**src/rtl/imem_fetch_ctrl_pkg.sv**
```systemverilog
// Shared types and constants for the instruction-fetch sequencer.
// Latency: none (declarations only).
// Backpressure: n/a.
package imem_fetch_ctrl_pkg;

    localparam int          INSN_W  = 32;
    localparam int          FIFO_W  = 2 * INSN_W;   // {pc, insn}
    localparam logic [31:0] PC_STEP = 32'd4;

    typedef enum logic [1:0] {
        ST_IDLE  = 2'd0,
        ST_FETCH = 2'd1,
        ST_FAULT = 2'd2
    } fetch_state_t;

    // A PC may be fetched only if word aligned and inside the ROM; the
    // limit is 33 bits wide so a 4 GB ROM limit cannot wrap to zero.
    function automatic logic pc_legal(input logic [31:0] pc, input logic [32:0] limit);
        return (pc[1:0] == 2'b00) && ({1'b0, pc} < limit);
    endfunction

endpackage

```
**src/rtl/imem_fetch_ctrl_fifo.sv**
```systemverilog
// Synchronous prefetch FIFO holding {pc, insn} pairs; flush beats push and pop.
// Latency: a push is visible at the head on the cycle after the write edge.
// Backpressure: o_full stalls the writer unless a pop frees the head slot the same edge.
module imem_fetch_ctrl_fifo
    import imem_fetch_ctrl_pkg::*;
#(
    parameter int DEPTH = 2,
    parameter int W     = FIFO_W
) (
    input  logic         i_clk,
    input  logic         i_rst,
    input  logic         i_push,
    input  logic         i_pop,
    input  logic         i_flush,
    input  logic [W-1:0] i_wr_dat,
    output logic [W-1:0] o_rd_dat,
    output logic         o_full,
    output logic         o_empty
);

    localparam int AW = (DEPTH > 1) ? $clog2(DEPTH) : 1;

    logic [AW:0]   r_wr_ptr;
    logic [AW:0]   r_rd_ptr;
    logic [W-1:0]  r_mem [DEPTH];

    logic [AW-1:0] w_wr_idx;
    logic [AW-1:0] w_rd_idx;
    logic          w_do_push;
    logic          w_do_pop;

    assign w_wr_idx  = r_wr_ptr[AW-1:0];
    assign w_rd_idx  = r_rd_ptr[AW-1:0];
    assign o_empty   = (r_wr_ptr == r_rd_ptr);
    assign o_full    = (w_wr_idx == w_rd_idx) && (r_wr_ptr[AW] != r_rd_ptr[AW]);
    assign w_do_pop  = i_pop && !o_empty;
    // Writing into a full FIFO is safe when the head leaves on the same edge:
    // the slot being overwritten is the one being read out right now.
    assign w_do_push = i_push && (!o_full || w_do_pop);
    assign o_rd_dat  = r_mem[w_rd_idx];

    // Pointer update: flush empties the queue and discards any same-cycle push.
    always_ff @(posedge i_clk or posedge i_rst) begin
        if (i_rst) begin
            r_wr_ptr <= '0;
            r_rd_ptr <= '0;
        end else if (i_flush) begin
            r_wr_ptr <= '0;
            r_rd_ptr <= '0;
        end else begin
            if (w_do_push) r_wr_ptr <= r_wr_ptr + 1'b1;
            if (w_do_pop)  r_rd_ptr <= r_rd_ptr + 1'b1;
        end
    end

    // Storage write; contents need no reset because the pointers gate validity.
    always_ff @(posedge i_clk) begin
        if (w_do_push && !i_flush) r_mem[w_wr_idx] <= i_wr_dat;
    end

endmodule

```
**src/rtl/imem_fetch_ctrl.sv**
```systemverilog
// Instruction-fetch sequencer: owns the ROM port, prefetches one word per cycle, hands {pc,insn} to decode.
// Latency: word read in cycle N appears on o_ins_out/o_ins_valid in cycle N+1.
// Backpressure: i_ins_ready low fills the prefetch FIFO, then ROM reads stop until decode pops.
module imem_fetch_ctrl
    import imem_fetch_ctrl_pkg::*;
#(
    parameter logic [31:0] RESET_PC   = 32'h0,
    parameter int          ROM_WORDS  = 128,
    parameter int          FIFO_DEPTH = 2,
    parameter int          CNT_W      = 16
) (
    input  logic             i_clk,
    input  logic             i_rst,
    input  logic             i_enable,
    output logic [31:0]      o_iaddr,
    output logic             o_ins_mem_rw,
    input  logic [31:0]      i_idata_in,
    output logic             o_ins_valid,
    input  logic             i_ins_ready,
    output logic [31:0]      o_ins_out,
    output logic [31:0]      o_ins_pc,
    input  logic             i_redirect,
    input  logic [31:0]      i_redirect_pc,
    output logic             o_fetch_fault,
    output logic [CNT_W-1:0] o_fetch_count
);

    localparam logic [32:0]      ROM_BYTES = 33'(ROM_WORDS) * 33'd4;
    localparam logic [CNT_W-1:0] CNT_ONE   = CNT_W'(1);
    localparam logic [CNT_W-1:0] CNT_MAX   = '1;

    fetch_state_t     r_state;
    logic [31:0]      r_pc;
    logic             r_fault;
    logic [CNT_W-1:0] r_count;

    logic             w_pc_legal;
    logic             w_redir_legal;
    logic             w_pop;
    logic             w_issue;
    logic             w_full;
    logic             w_empty;
    logic [FIFO_W-1:0] w_head;

    assign w_pc_legal    = pc_legal(r_pc, ROM_BYTES);
    assign w_redir_legal = pc_legal(i_redirect_pc, ROM_BYTES);
    assign w_pop         = o_ins_valid && i_ins_ready;

    // Enable is in the issue term so that dropping it stops the read in the
    // same cycle rather than one cycle later when the FSM reaches IDLE.
    assign w_issue = (r_state == ST_FETCH) && i_enable && !i_redirect &&
                     w_pc_legal && (!w_full || w_pop);

    assign o_iaddr       = r_pc;
    assign o_ins_mem_rw  = w_issue;
    assign o_ins_valid   = !w_empty;
    assign o_ins_pc      = w_head[FIFO_W-1:INSN_W];
    assign o_ins_out     = w_head[INSN_W-1:0];
    assign o_fetch_fault = r_fault;
    assign o_fetch_count = r_count;

    imem_fetch_ctrl_fifo #(
        .DEPTH (FIFO_DEPTH),
        .W     (FIFO_W)
    ) u_fifo (
        .i_clk    (i_clk),
        .i_rst    (i_rst),
        .i_push   (w_issue),
        .i_pop    (w_pop),
        .i_flush  (i_redirect),
        .i_wr_dat ({r_pc, i_idata_in}),
        .o_rd_dat (w_head),
        .o_full   (w_full),
        .o_empty  (w_empty)
    );

    // Fetch FSM with PC, sticky fault flag and saturating push counter.
    always_ff @(posedge i_clk or posedge i_rst) begin
        if (i_rst) begin
            r_state <= ST_IDLE;
            r_pc    <= RESET_PC;
            r_fault <= 1'b0;
            r_count <= '0;
        end else if (i_redirect) begin
            // Redirect overrides everything, including an active fault.
            r_pc <= i_redirect_pc;
            if (w_redir_legal) begin
                r_fault <= 1'b0;
                r_state <= i_enable ? ST_FETCH : ST_IDLE;
            end else begin
                r_fault <= 1'b1;
                r_state <= ST_FAULT;
            end
        end else begin
            if (w_issue) begin
                r_pc <= r_pc + PC_STEP;
                if (r_count != CNT_MAX) r_count <= r_count + CNT_ONE;
            end
            case (r_state)
                ST_IDLE: begin
                    if (i_enable) r_state <= ST_FETCH;
                end
                ST_FETCH: begin
                    // Range check happens before the increment can wrap.
                    if (!w_pc_legal) begin
                        r_state <= ST_FAULT;
                        r_fault <= 1'b1;
                    end else if (!i_enable) begin
                        r_state <= ST_IDLE;
                    end
                end
                ST_FAULT: begin
                    r_state <= ST_FAULT;
                end
                default: begin
                    r_state <= ST_IDLE;
                end
            endcase
        end
    end

endmodule

```
**config.mk**
```make
export PLATFORM = sky130hd
export DESIGN_NAME = imem_fetch_ctrl
export DESIGN_NICKNAME = d
export VERILOG_FILES = /design/src/rtl/imem_fetch_ctrl_pkg.sv /design/src/rtl/imem_fetch_ctrl_fifo.sv /design/src/rtl/imem_fetch_ctrl.sv
export SDC_FILE = /design/constraint.sdc
export NUM_CORES = 1
export LEC_CHECK = 0
export ABC_AREA = 1
export CAP_MARGIN = 20
export CORE_MARGIN = 2
export CORE_UTILIZATION = 57
export DETAILED_ROUTE_END_ITERATION = 7
export DONT_BUFFER_PORTS = 1
export GPL_ROUTABILITY_DRIVEN = 0
export PLACE_DENSITY = 0.75
export RECOVER_POWER = 100
export SYNTH_ARGS = -nofsm -noshare
export SYNTH_HDL_FRONTEND = slang
export SYNTH_SLANG_ARGS = --single-unit
```
**constraint.sdc**
```tcl
create_clock -name i_clk -period 4.4 [get_ports i_clk]
set_clock_uncertainty 0.2 [all_clocks]
set_input_delay 0.44 -clock i_clk [delete_from_list [all_inputs] [get_ports i_clk]]
set_output_delay 0.44 -clock i_clk [all_outputs]
set_load 0.05 [all_outputs]
```
# Word-level counts from Yosys, hierarchy flattened
# Memory sizes are Yosys's and may differ from the RTL's.
# Index checks and enable logic that the tools add are counted.
classes:
  addsub: 4
  n_mux: 19
  n_reduce_logical: 26
  n_eq_ne: 9
  n_lt_le_gt_ge: 2
  bitwise: 1
ops:
  columns: ["op", "count"]
  rows:
  - ["less-than comparator 32 x 10 -> 1 bit (second input constant)", 2]
  - ["2-to-1 mux 32 bit", 2]
  - ["adder 32 x 3 -> 32 bit (second input constant)", 1]
  - ["2-to-1 mux 2 bit", 9]
  - ["adder 16 x 1 -> 16 bit (second input constant)", 1]
  - ["!= test 16 bit (second input constant)", 1]
  - ["logical AND 1 bit", 11]
  - ["nonzero test 2 bit", 4]
  - ["2-to-1 mux 1 bit", 7]
  - ["logical NOT 2 bit", 3]
  - ["one-hot mux 2 bit (3 select lines)", 1]
  - ["adder 2 x 1 -> 2 bit (second input constant)", 2]
  - ["!= test 4 bit (second input constant)", 1]
  - ["AND reduction 2 bit", 2]
  - ["logical NOT 1 bit", 3]
  - ["!= test 3 bit (second input constant)", 1]
  - ["AND reduction 3 bit", 1]
  - ["== test 2 x 1 -> 1 bit (second input constant)", 1]
  - ["== test 2 bit", 1]
  - ["== test 2 bit (second input constant)", 1]
  - ["logical OR 1 bit", 2]
  - ["!= test 2 bit (second input constant)", 1]
  - ["== test 1 bit", 1]
  - ["!= test 1 bit", 1]
  - ["inverter 1 bit", 1]
word_totals:
  inputBits: 69
  word_cells: 68
  n_memories: 1
  out_inout_bits: 115
  reg_bits: 55
  ramBits: 128
memory_table:
  columns: ["memory", "depth", "word_bits", "rd", "rd_ports_with_merged_regs", "write_ports", "line_no", "text"]
  rows:
  - ["u_fifo.r_mem", 2, 64, 1, 0, 1, "imem_fetch_ctrl_fifo.sv:25", "logic [W-1:0] r_mem [DEPTH];"]

# Depth between registers and ports, before layout
# Gate-level depths: netlist of the first run.
logic_depth:
  depth_word: 9
  depth_mapped: 10
  ltp_nobuf: 10

# By module
# A second synthesis of the first run with hierarchy kept.
unflattened:
  hier_cells: 798
  hier_area_um2: 7942.6
by_module_without_submodules:
  columns: ["module", "cells_each", "seq_area_each_um2", "area_per_inst_um2", "instances"]
  rows:
  - ["imem_fetch_ctrl_fifo", 374, 3943.8, 4918.5, 1]
  - ["imem_fetch_ctrl", 424, 1276.2, 3024.2, 1]

# Worst setup path before layout of the first run
# No wires, ideal clock.
synth_path:
  path_type: "register -> register"
  startpoint: "register r_pc[27] (netlist: o_iaddr[27])"
  endpoint: "memory u_fifo.r_mem[1][0] (netlist bit), enable pin"
  required_time_ns: 3.714
  period_less_slack_ns: 4.883
  setup_ns: 0.486
  path_buffers: 1
  t_arrival_ns: 4.196
  slack_ns: -0.483
  stages_incl_launch_ff: 9
  cell_sequence: "dfrtp_1 -> nor2_1 -> nand2_1 -> nor2_1 -> nand2_1 -> nor2_2 -> nand3_4 -> buf_4 -> nor2_1"
synth_via:
  elab_chain_cells: 8
synth_lines:
  columns: ["item", "line_no", "text"]
  rows:
  - ["start: declaration", "imem_fetch_ctrl.sv:33", "logic [31:0] r_pc;"]
  - ["start signal: assignment", "imem_fetch_ctrl.sv:86", "r_pc <= i_redirect_pc;"]
  - ["start signal: assignment", "imem_fetch_ctrl.sv:96", "r_pc <= r_pc + PC_STEP;"]
  - ["less-than comparator 32 x 10 -> 1 bit", "imem_fetch_ctrl_pkg.sv:19", "return (pc[1:0] == 2'b00) && ({1'b0, pc} < limit);"]
  - ["logical AND 1 bit", "imem_fetch_ctrl_pkg.sv:19", null]
  - ["logical AND 1 bit", "imem_fetch_ctrl.sv:51", "assign w_issue = (r_state == ST_FETCH) && i_enable && !i_redirect &&"]
  - ["logical AND 1 bit", "imem_fetch_ctrl.sv:52", "w_pc_legal && (!w_full || w_pop);"]
  - ["logical AND 1 bit", "imem_fetch_ctrl_fifo.sv:39", "assign w_do_push = i_push && (!o_full || w_do_pop);"]
  - ["logical AND 1 bit", "imem_fetch_ctrl_fifo.sv:58", "if (w_do_push && !i_flush) r_mem[w_wr_idx] <= i_wr_dat;"]
  - ["2-to-1 mux 1 bit", "imem_fetch_ctrl_fifo.sv:58", null]
  - ["2-to-1 mux 1 bit (implied by the code)", "imem_fetch_ctrl_fifo.sv:58", null]
  - ["end: declaration", "imem_fetch_ctrl_fifo.sv:25", null]
# No other way between the ends.

# Worst setup path in the final report of the first run
layout_path:
  startpoint: "register u_fifo.r_rd_ptr[0]"
  endpoint: "output o_ins_mem_rw"
layout_via:
  elab_chain_cells: 5
  word_cells_on_any_way: 8
  classes_between: "eq/ne: 2; reduce/logical: 6"
layout_lines:
  columns: ["item", "line_no", "text"]
  rows:
  - ["start: declaration", "imem_fetch_ctrl_fifo.sv:24", "logic [AW:0] r_rd_ptr;"]
  - ["start signal: assignment", "imem_fetch_ctrl_fifo.sv:52", "if (w_do_pop) r_rd_ptr <= r_rd_ptr + 1'b1;"]
  - ["== test 2 bit / == test 1 bit (equally long branches)", "imem_fetch_ctrl_fifo.sv:34, imem_fetch_ctrl_fifo.sv:35", null]
  - ["logical NOT 1 bit / logical AND 1 bit (equally long branches)", "imem_fetch_ctrl.sv:56, imem_fetch_ctrl_fifo.sv:35", null]
  - ["logical AND 1 bit / logical NOT 1 bit (equally long branches)", "imem_fetch_ctrl.sv:47, imem_fetch_ctrl.sv:52", null]
  - ["logical OR 1 bit *", "imem_fetch_ctrl.sv:52", null]
  - ["logical AND 1 bit *", "imem_fetch_ctrl.sv:52", null]
  - ["end: declaration", "imem_fetch_ctrl.sv:16", "output logic o_ins_mem_rw,"]
# Mark *: on every way between the ends. The rest lies on a longest branch, timed or not.

==> results of run 1 <==
final timing paths:
check	from	to	slack (ns)	depth (start not counted)
hold reg to reg	r_state[1]$_DFFE_PP0P_	r_state[0]$_DFFE_PP0P_	0.37	3
hold / removal	i_redirect	o_iaddr[13]$_DFFE_PP0P_	0.005	2
max in group asynchronous	i_rst	o_iaddr[3]$_DFFE_PP0P_	3.03	3
setup / recovery	u_fifo.r_rd_ptr[0]$_DFFE_PP0P_	o_ins_mem_rw	0.70	4
min in group asynchronous	i_rst	o_fetch_count[1]$_DFFE_PP0P_	0.47	3
setup reg to reg	u_fifo.r_rd_ptr[0]$_DFFE_PP0P_	u_fifo.r_mem[1][28]$_DFFE_PP_	0.76	5
flip-flops by register name (all words and copies together), names as in the netlist:
signal           count
o_fetch_count       16
o_fetch_fault        1
o_iaddr             32
r_state              2
u_fifo.r_mem       128
u_fifo.r_rd_ptr      2
u_fifo.r_wr_ptr      2
per-layer routing:
layer  up-vias  wire (µm)  track usage, %
li1       2698          -               -
met3        51       1602           7.049
met4         0        584           12.79
met2       254       9136           43.33
met5         -          0               0
met1      2731       7059           30.70
power by group:
group,leakage (µW),internal (µW),switching [µW]
Sequential,0.00184,1880,163
Combinational,0.00168,68.2,80.7
Clock,0.000255,782,632
kinds of logic after synthesis:
logic type	after synthesis	synth area share (%)
AND/OR/NAND/NOR	499	26.32
XOR/XNOR	14	1.566
buffers and inverters	69	3.548
adder cells (fa/ha/maj)	2	0.3196
flip-flops	183	66.68
AO/OA/AOI/OAI	23	1.566
per-stage QoR:
| step | utilization, % | setup WS [ns] | area [µm²] |
|---|---|---|---|
| floorplan | - | 0.5997 | 7834 |
| global placement | 59.91 | 1.250 | 7996 |
| detailed placement | 59.91 | 1.193 | 7996 |
| CTS | 68.40 | 1.086 | 9130 |
| global route | 68.47 | 0.5208 | 9139 |
| finish | 68.47 | 0.6996 | 9139 |
cell usage after synthesis, types with 6 or more instances:
cell type  number  area (µm²)
a21oi_1         6       30.03
dfrtp_1        55        1376
clkbuf_1       19       71.32
o21ai_0        14       70.07
edfxtp_1      128        3844
nand2_1       341        1280
nor2_1         87       326.6
xnor2_1         9       78.83
nand4_1        28       175.2
nand3_1        29       145.1
inv_1          36       135.1
layout make-up:
type | instances | area [µm²] | share of cell area [%]
Clock buffer | 18 | 429.2 | 4.696
Clock inverter | 14 | 123.9 | 1.355
Inverter | 42 | 158.9 | 1.739
Multi-Input combinational cell | 538 | 2336 | 25.56
Sequential cell | 183 | 5220 | 57.12
Tap cell | 176 | 220.2 | 2.410
Timing Repair Buffer | 64 | 650.6 | 7.119
repair_timing:
action,in CTS,in global routing
hold endpoints to repair,146,0
hold buffers,58,0
endpoints found under the setup margin,0,0
==> reports/metrics.csv, run 1 <==
stage,metric,value,unit
placed_design,IO Port Bufs,0,
timing,TNS Setup,0,ns
detailed_routing,via count,5734,
floorplanning,DIE WIDTH,121.2,µm
final_layout,number of diodes,0,
clock_tree,Clock transition at path regs,0.07,ns
clock_tree,CTS Buf Count,17,
floorplanning,I/O Pins,184,
logic_synthesis,cell count after synthesis,790,
critical_path,startpoint types,register,
placed_design,Post-DP HPWL,11.71,mm
timing,RSZ-0062 raised after global routing,no,
clock_tree,Clock Latency Late Sink,0.42,ns
power,power per cell area,395.0,mW/mm²
timing,Fmax achieved,270.2,MHz
timing,Rel. slew slack,11.72,%
critical_path,Critical Path Sink Type,primary output,
flow_run,max_cap viols,0,
detailed_routing,DRT antenna net count,0,
critical_path,worst path required time,3.76,ns
timing,final setup fails,0,
status,status,finished clean,
final_layout,fin nets,917,
timing,hold violation total from the final report,0,
power,Leak Pwr,0.003775,µW
clock_tree,CTS tree,yes,
placed_design,Cell Count Post-Placement,944,
detailed_routing,Initial DRT Pass Iterations,5,
floorplanning,die height,121.2,µm
floorplanning,Initial Utilization,58.65,%
critical_path,Max stage delay on crit path,1.23,ns
logic_synthesis,Post-synth EDFFs,128,
clock_tree,CTS root buf,clkbuf_16,
logic_synthesis,Synth Flop Type,edfxtp_1,
detailed_routing,Avg WL per Cell,17.76,µm
critical_path,CP top delay family,flip-flops,
global_routing,gr usage total,25.79,%
final_layout,share of cells above drive strength 1,5.821,%
critical_path,WS Path Type,register to primary output,
detailed_routing,Routed WL,18.38,mm
global_routing,first-pass GRT wire length,28.75,mm
clock_tree,CTS max path bufs,2,
floorplanning,cell row count,42,
final_layout,number of fill cells,998,
power,Worst VDD drop,0.2788,mV
final_layout,P&R area growth vs syn,16.73,%
logic_synthesis,mapped cell area,0.007829,mm²
detailed_routing,DRC Markers,0,
critical_path,maximum fanout along the worst path,37,
critical_path,worst-path cell chain,xnor2_1 -> nand2_2 -> nand3_4 -> inv_1,
detailed_routing,vias per cell,5.540,
final_layout,non-filler instance count after layout,1035,
logic_synthesis,Synth Register Bits,183,
clock_tree,post_cts resized,0,
logic_synthesis,sequential-to-total area share from yosys stat,66.68,%
timing,Hold Slack,0.005103,ns
final_layout,"most common cell after layout, fill and taps aside",nand2_1,
logic_synthesis,Yosys Warn Count,0,
timing,final period utilization,84.10,%
power,final total power,3610,µW
global_routing,number of global-route vias before repair,5751,
timing,Worst Max-Slew Pin Slew,1.324,ns
floorplanning,Core Region,0.01335,mm²
timing,Slew Limit Fails,0,
logic_synthesis,"Avg Cell Area, Syn",9.910,µm²
floorplanning,die area,0.01469,mm²
detailed_routing,Starting DRT DRC Count,610,
critical_path,Worst EP arrival,3.06,ns
logic_synthesis,Synth Net Count,861,
logic_synthesis,Async SR Flop Fraction,30.05,%
critical_path,crit path buf inv count,1,
global_routing,largest net degree at the start of global routing,65,
timing,crit path time final,3.700,ns
clock_tree,CTS sink count,183,
final_layout,most frequent cells in the layout,"342 x nand2_1, 128 x edfxtp_1, 86 x nor2_1, 58 x dlygate4sd3_1, 55 x dfrtp_1",
global_routing,antenna violations before repair,0,
clock_tree,postcts setup bufs,0,
global_routing,total congestion overflow,0,
clock_tree,# H-tree levels,4,
min_path,hold crit path type,primary input to register,
critical_path,CP max-delay cell,dfrtp_1,
logic_synthesis,synth unique cells,29,
Note: power is estimated with default switching activity, not from simulation.
==> inputs of run 2 (changes only) <==
==> constraint.sdc (replaced) <==
create_clock -name i_clk -period 3.1 [get_ports i_clk]
set_clock_uncertainty 0.2 [all_clocks]
set_input_delay 0.31 -clock i_clk [delete_from_list [all_inputs] [get_ports i_clk]]
set_output_delay 0.31 -clock i_clk [all_outputs]
set_load 0.05 [all_outputs]
==> reports/metrics.csv, run 2 (synthesis gave the netlist of run 1 again) <==
stage,metric,value,unit,change
status,status,finished clean,,unchanged
power,power per cell area,547.6,mW/mm²,was 395.0 mW/mm²
critical_path,Critical Path Sink Type,register,,was primary output
placed_design,IO Port Bufs,0,,unchanged
clock_tree,CTS tree,yes,,unchanged
clock_tree,Clock transition at path regs,0.06,ns,was 0.07 ns
global_routing,number of global-route vias before repair,6088,,was 5751
critical_path,R2R Path End,u_fifo.r_mem[1][12]$_DFFE_PP_,,was u_fifo.r_mem[1][28]$_DFFE_PP_
global_routing,first-pass GRT wire length,30.97,mm,was 28.75 mm
detailed_routing,Starting DRT DRC Count,701,,was 610
final_layout,share of cells above drive strength 1,5.714,%,was 5.821%
timing,PnR worst setup slack,0.1329,ns,was 0.6996 ns
final_layout,number of fill cells,957,,was 998
critical_path,FF-to-FF path depth,8,,was 5
detailed_routing,DRC Markers,0,,unchanged
timing,TNS Setup,0,ns,unchanged
timing,Slew Limit Fails,0,,unchanged
timing,Rel. slew slack,22.79,%,was 11.72%
power,Leak Pwr,0.003895,µW,was 0.003775 µW
timing,crit path time final,2.967,ns,
timing,final setup fails,0,,unchanged
final_layout,fin nets,968,,was 917
power,Worst VDD drop,0.3038,mV,was 0.2788 mV
floorplanning,I/O Pins,184,,unchanged
global_routing,total congestion overflow,0,,unchanged
critical_path,worst path required time,2.96,ns,was 3.76 ns
floorplanning,die area,0.01469,mm²,unchanged
clock_tree,CTS Buf Count,17,,unchanged
clock_tree,# H-tree levels,4,,unchanged
floorplanning,cell row count,42,,unchanged
detailed_routing,vias per cell,5.641,,was 5.540
floorplanning,die height,121.2,µm,unchanged
clock_tree,CTS max path bufs,2,,unchanged
final_layout,number of diodes,0,,unchanged
placed_design,area of placed instances,0.008312,mm²,was 0.007996 mm²
critical_path,Worst R2R Start,o_iaddr[22]$_DFFE_PP0P_,,was u_fifo.r_rd_ptr[0]$_DFFE_PP0P_
detailed_routing,via count,6126,,was 5734
critical_path,Reg2Reg Setup Slack,0.13,ns,was 0.76 ns
critical_path,maximum fanout along the worst path,42,,was 37
global_routing,antenna violations before repair,0,,unchanged
min_path,hold path start,i_redirect,,unchanged
timing,RSZ-0062 raised after global routing,no,,unchanged
detailed_routing,DRT antenna net count,0,,unchanged
detailed_routing,Routed WL,19.63,mm,was 18.38 mm
flow_run,max_cap viols,0,,unchanged
final_layout,Finished Cell Area,0.009408,mm²,was 0.009139 mm²
timing,hold violation total from the final report,0,,unchanged
min_path,Min-Delay Endpoint,o_iaddr[1]$_DFFE_PP0P_,,was o_iaddr[13]$_DFFE_PP0P_
placed_design,DP Worst Slack,0.4065,ns,was 1.193 ns
final_layout,P&R area growth vs syn,20.17,%,was 16.73%
timing,final period utilization,95.71,%,
final_layout,"most common cell after layout, fill and taps aside",nand2_1,,unchanged
final_layout,max reg flops,128,,unchanged
min_path,hold crit path type,primary input to register,,unchanged
global_routing,largest net degree at the start of global routing,56,,was 65
detailed_routing,Initial DRT Pass Iterations,6,,was 5
detailed_routing,Avg WL per Cell,18.08,µm,was 17.76 µm
clock_tree,CTS root buf,clkbuf_16,,unchanged
floorplanning,DIE WIDTH,121.2,µm,unchanged
timing,Worst Max-Slew Pin Slew,1.158,ns,was 1.324 ns
critical_path,WS Path Type,register to register,,was register to primary output
global_routing,gr usage total,27.73,%,was 25.79%
final_layout,Reg with most FFs,u_fifo.r_mem,,unchanged
placed_design,Post-DP HPWL,12.28,mm,was 11.71 mm
clock_tree,Clock Latency Late Sink,0.43,ns,was 0.42 ns
final_layout,most frequent cells in the layout,"342 x nand2_1, 128 x edfxtp_1, 87 x nor2_1, 72 x dlygate4sd3_1, 55 x dfrtp_1",,"was 342 x nand2_1, 128 x edfxtp_1, 86 x nor2_1, 58 x dlygate4sd3_1, 55 x dfrtp_1"
timing,Fmax achieved,337.0,MHz,
min_path,Min-Delay Path Depth,3,,was 2
critical_path,Worst EP arrival,2.83,ns,was 3.06 ns
floorplanning,Core Region,0.01335,mm²,unchanged
critical_path,startpoint types,register,,unchanged
floorplanning,Initial Utilization,58.65,%,unchanged
clock_tree,CTS sink count,183,,unchanged
[run 2: cell type report]
type	count	area, µm²	area share [%]
Sequential cell	183	5220	55.49
Multi-Input combinational cell	538	2320	24.66
Timing Repair Buffer	115	945.9	10.05
Clock buffer	19	432.9	4.602
Tap cell	176	220.2	2.341
Inverter	42	162.7	1.729
Clock inverter	13	106.4	1.130
[run 2: worst max-delay path by stage]
stage                       startpoint                       endpoint  slack [ns]
4_1_cts        o_iaddr[22]$_DFFE_PP0P_                   o_ins_mem_rw        0.06
5_1_grt        o_iaddr[22]$_DFFE_PP0P_  u_fifo.r_mem[1][63]$_DFFE_PP_        0.03
2_1_floorplan  o_iaddr[27]$_DFFE_PP0P_   u_fifo.r_mem[1][0]$_DFFE_PP_        0.01
3_5_place_dp   o_iaddr[22]$_DFFE_PP0P_   u_fifo.r_mem[0][5]$_DFFE_PP_        0.41
6_report       o_iaddr[22]$_DFFE_PP0P_  u_fifo.r_mem[1][12]$_DFFE_PP_        0.13
3_3_place_gp   o_iaddr[21]$_DFFE_PP0P_  u_fifo.r_mem[1][52]$_DFFE_PP_        0.48
[run 2: through the flow]
step	power (µW)	util [%]	hold slack, ns	instances
6_report	5152	70.48	0.01751	1086
5_1_grt	5330	70.48	0.01827	1086
4_1_cts	5184	71.86	0.005129	1086
3_5_place_dp	3134	62.27	0.05810	981
3_3_place_gp	3123	62.27	0.05188	981
2_1_floorplan	3037	-	0.2089	790
[run 2: power breakdown]
part / total, µW / internal [µW] / leakage (µW) / switching (µW)
Sequential: 2790 / 2680 / 0.00184 / 112
Combinational: 377 / 121 / 0.00179 / 256
Clock: 1990 / 1100 / 0.000262 / 887
Total: 5150 / 3900 / 0.00390 / 1260
[run 2: timing repair]
item / CTS / global route
setup buffers: 0 / 0
hold buffers: 73 / 0
setup endpoints to repair: 0 / 1
resized for setup: 0 / 1
endpoints found under the hold margin: 121 / 0
[run 2: critical path, cell delays in order (launching register included)]
cell and delay (ns):
dfrtp_1 0.60, nor2_1 0.20, nand2_1 0.09, nor2_1 0.17, nand2_1 0.11, nor2_2 0.19
nand3_4 0.27, nor2_1 0.22, buf_4 0.52
[run 2: metal layers]
metal,part of all wire [%],routed length [µm],up-vias,global-route usage (%)
li1,-,-,2795,-
met1,38,7483,2913,34.17
met2,49,9703,351,46.66
met3,9.1,1781,67,7.143
met4,3.4,663,0,11.71
met5,0,0,-,0
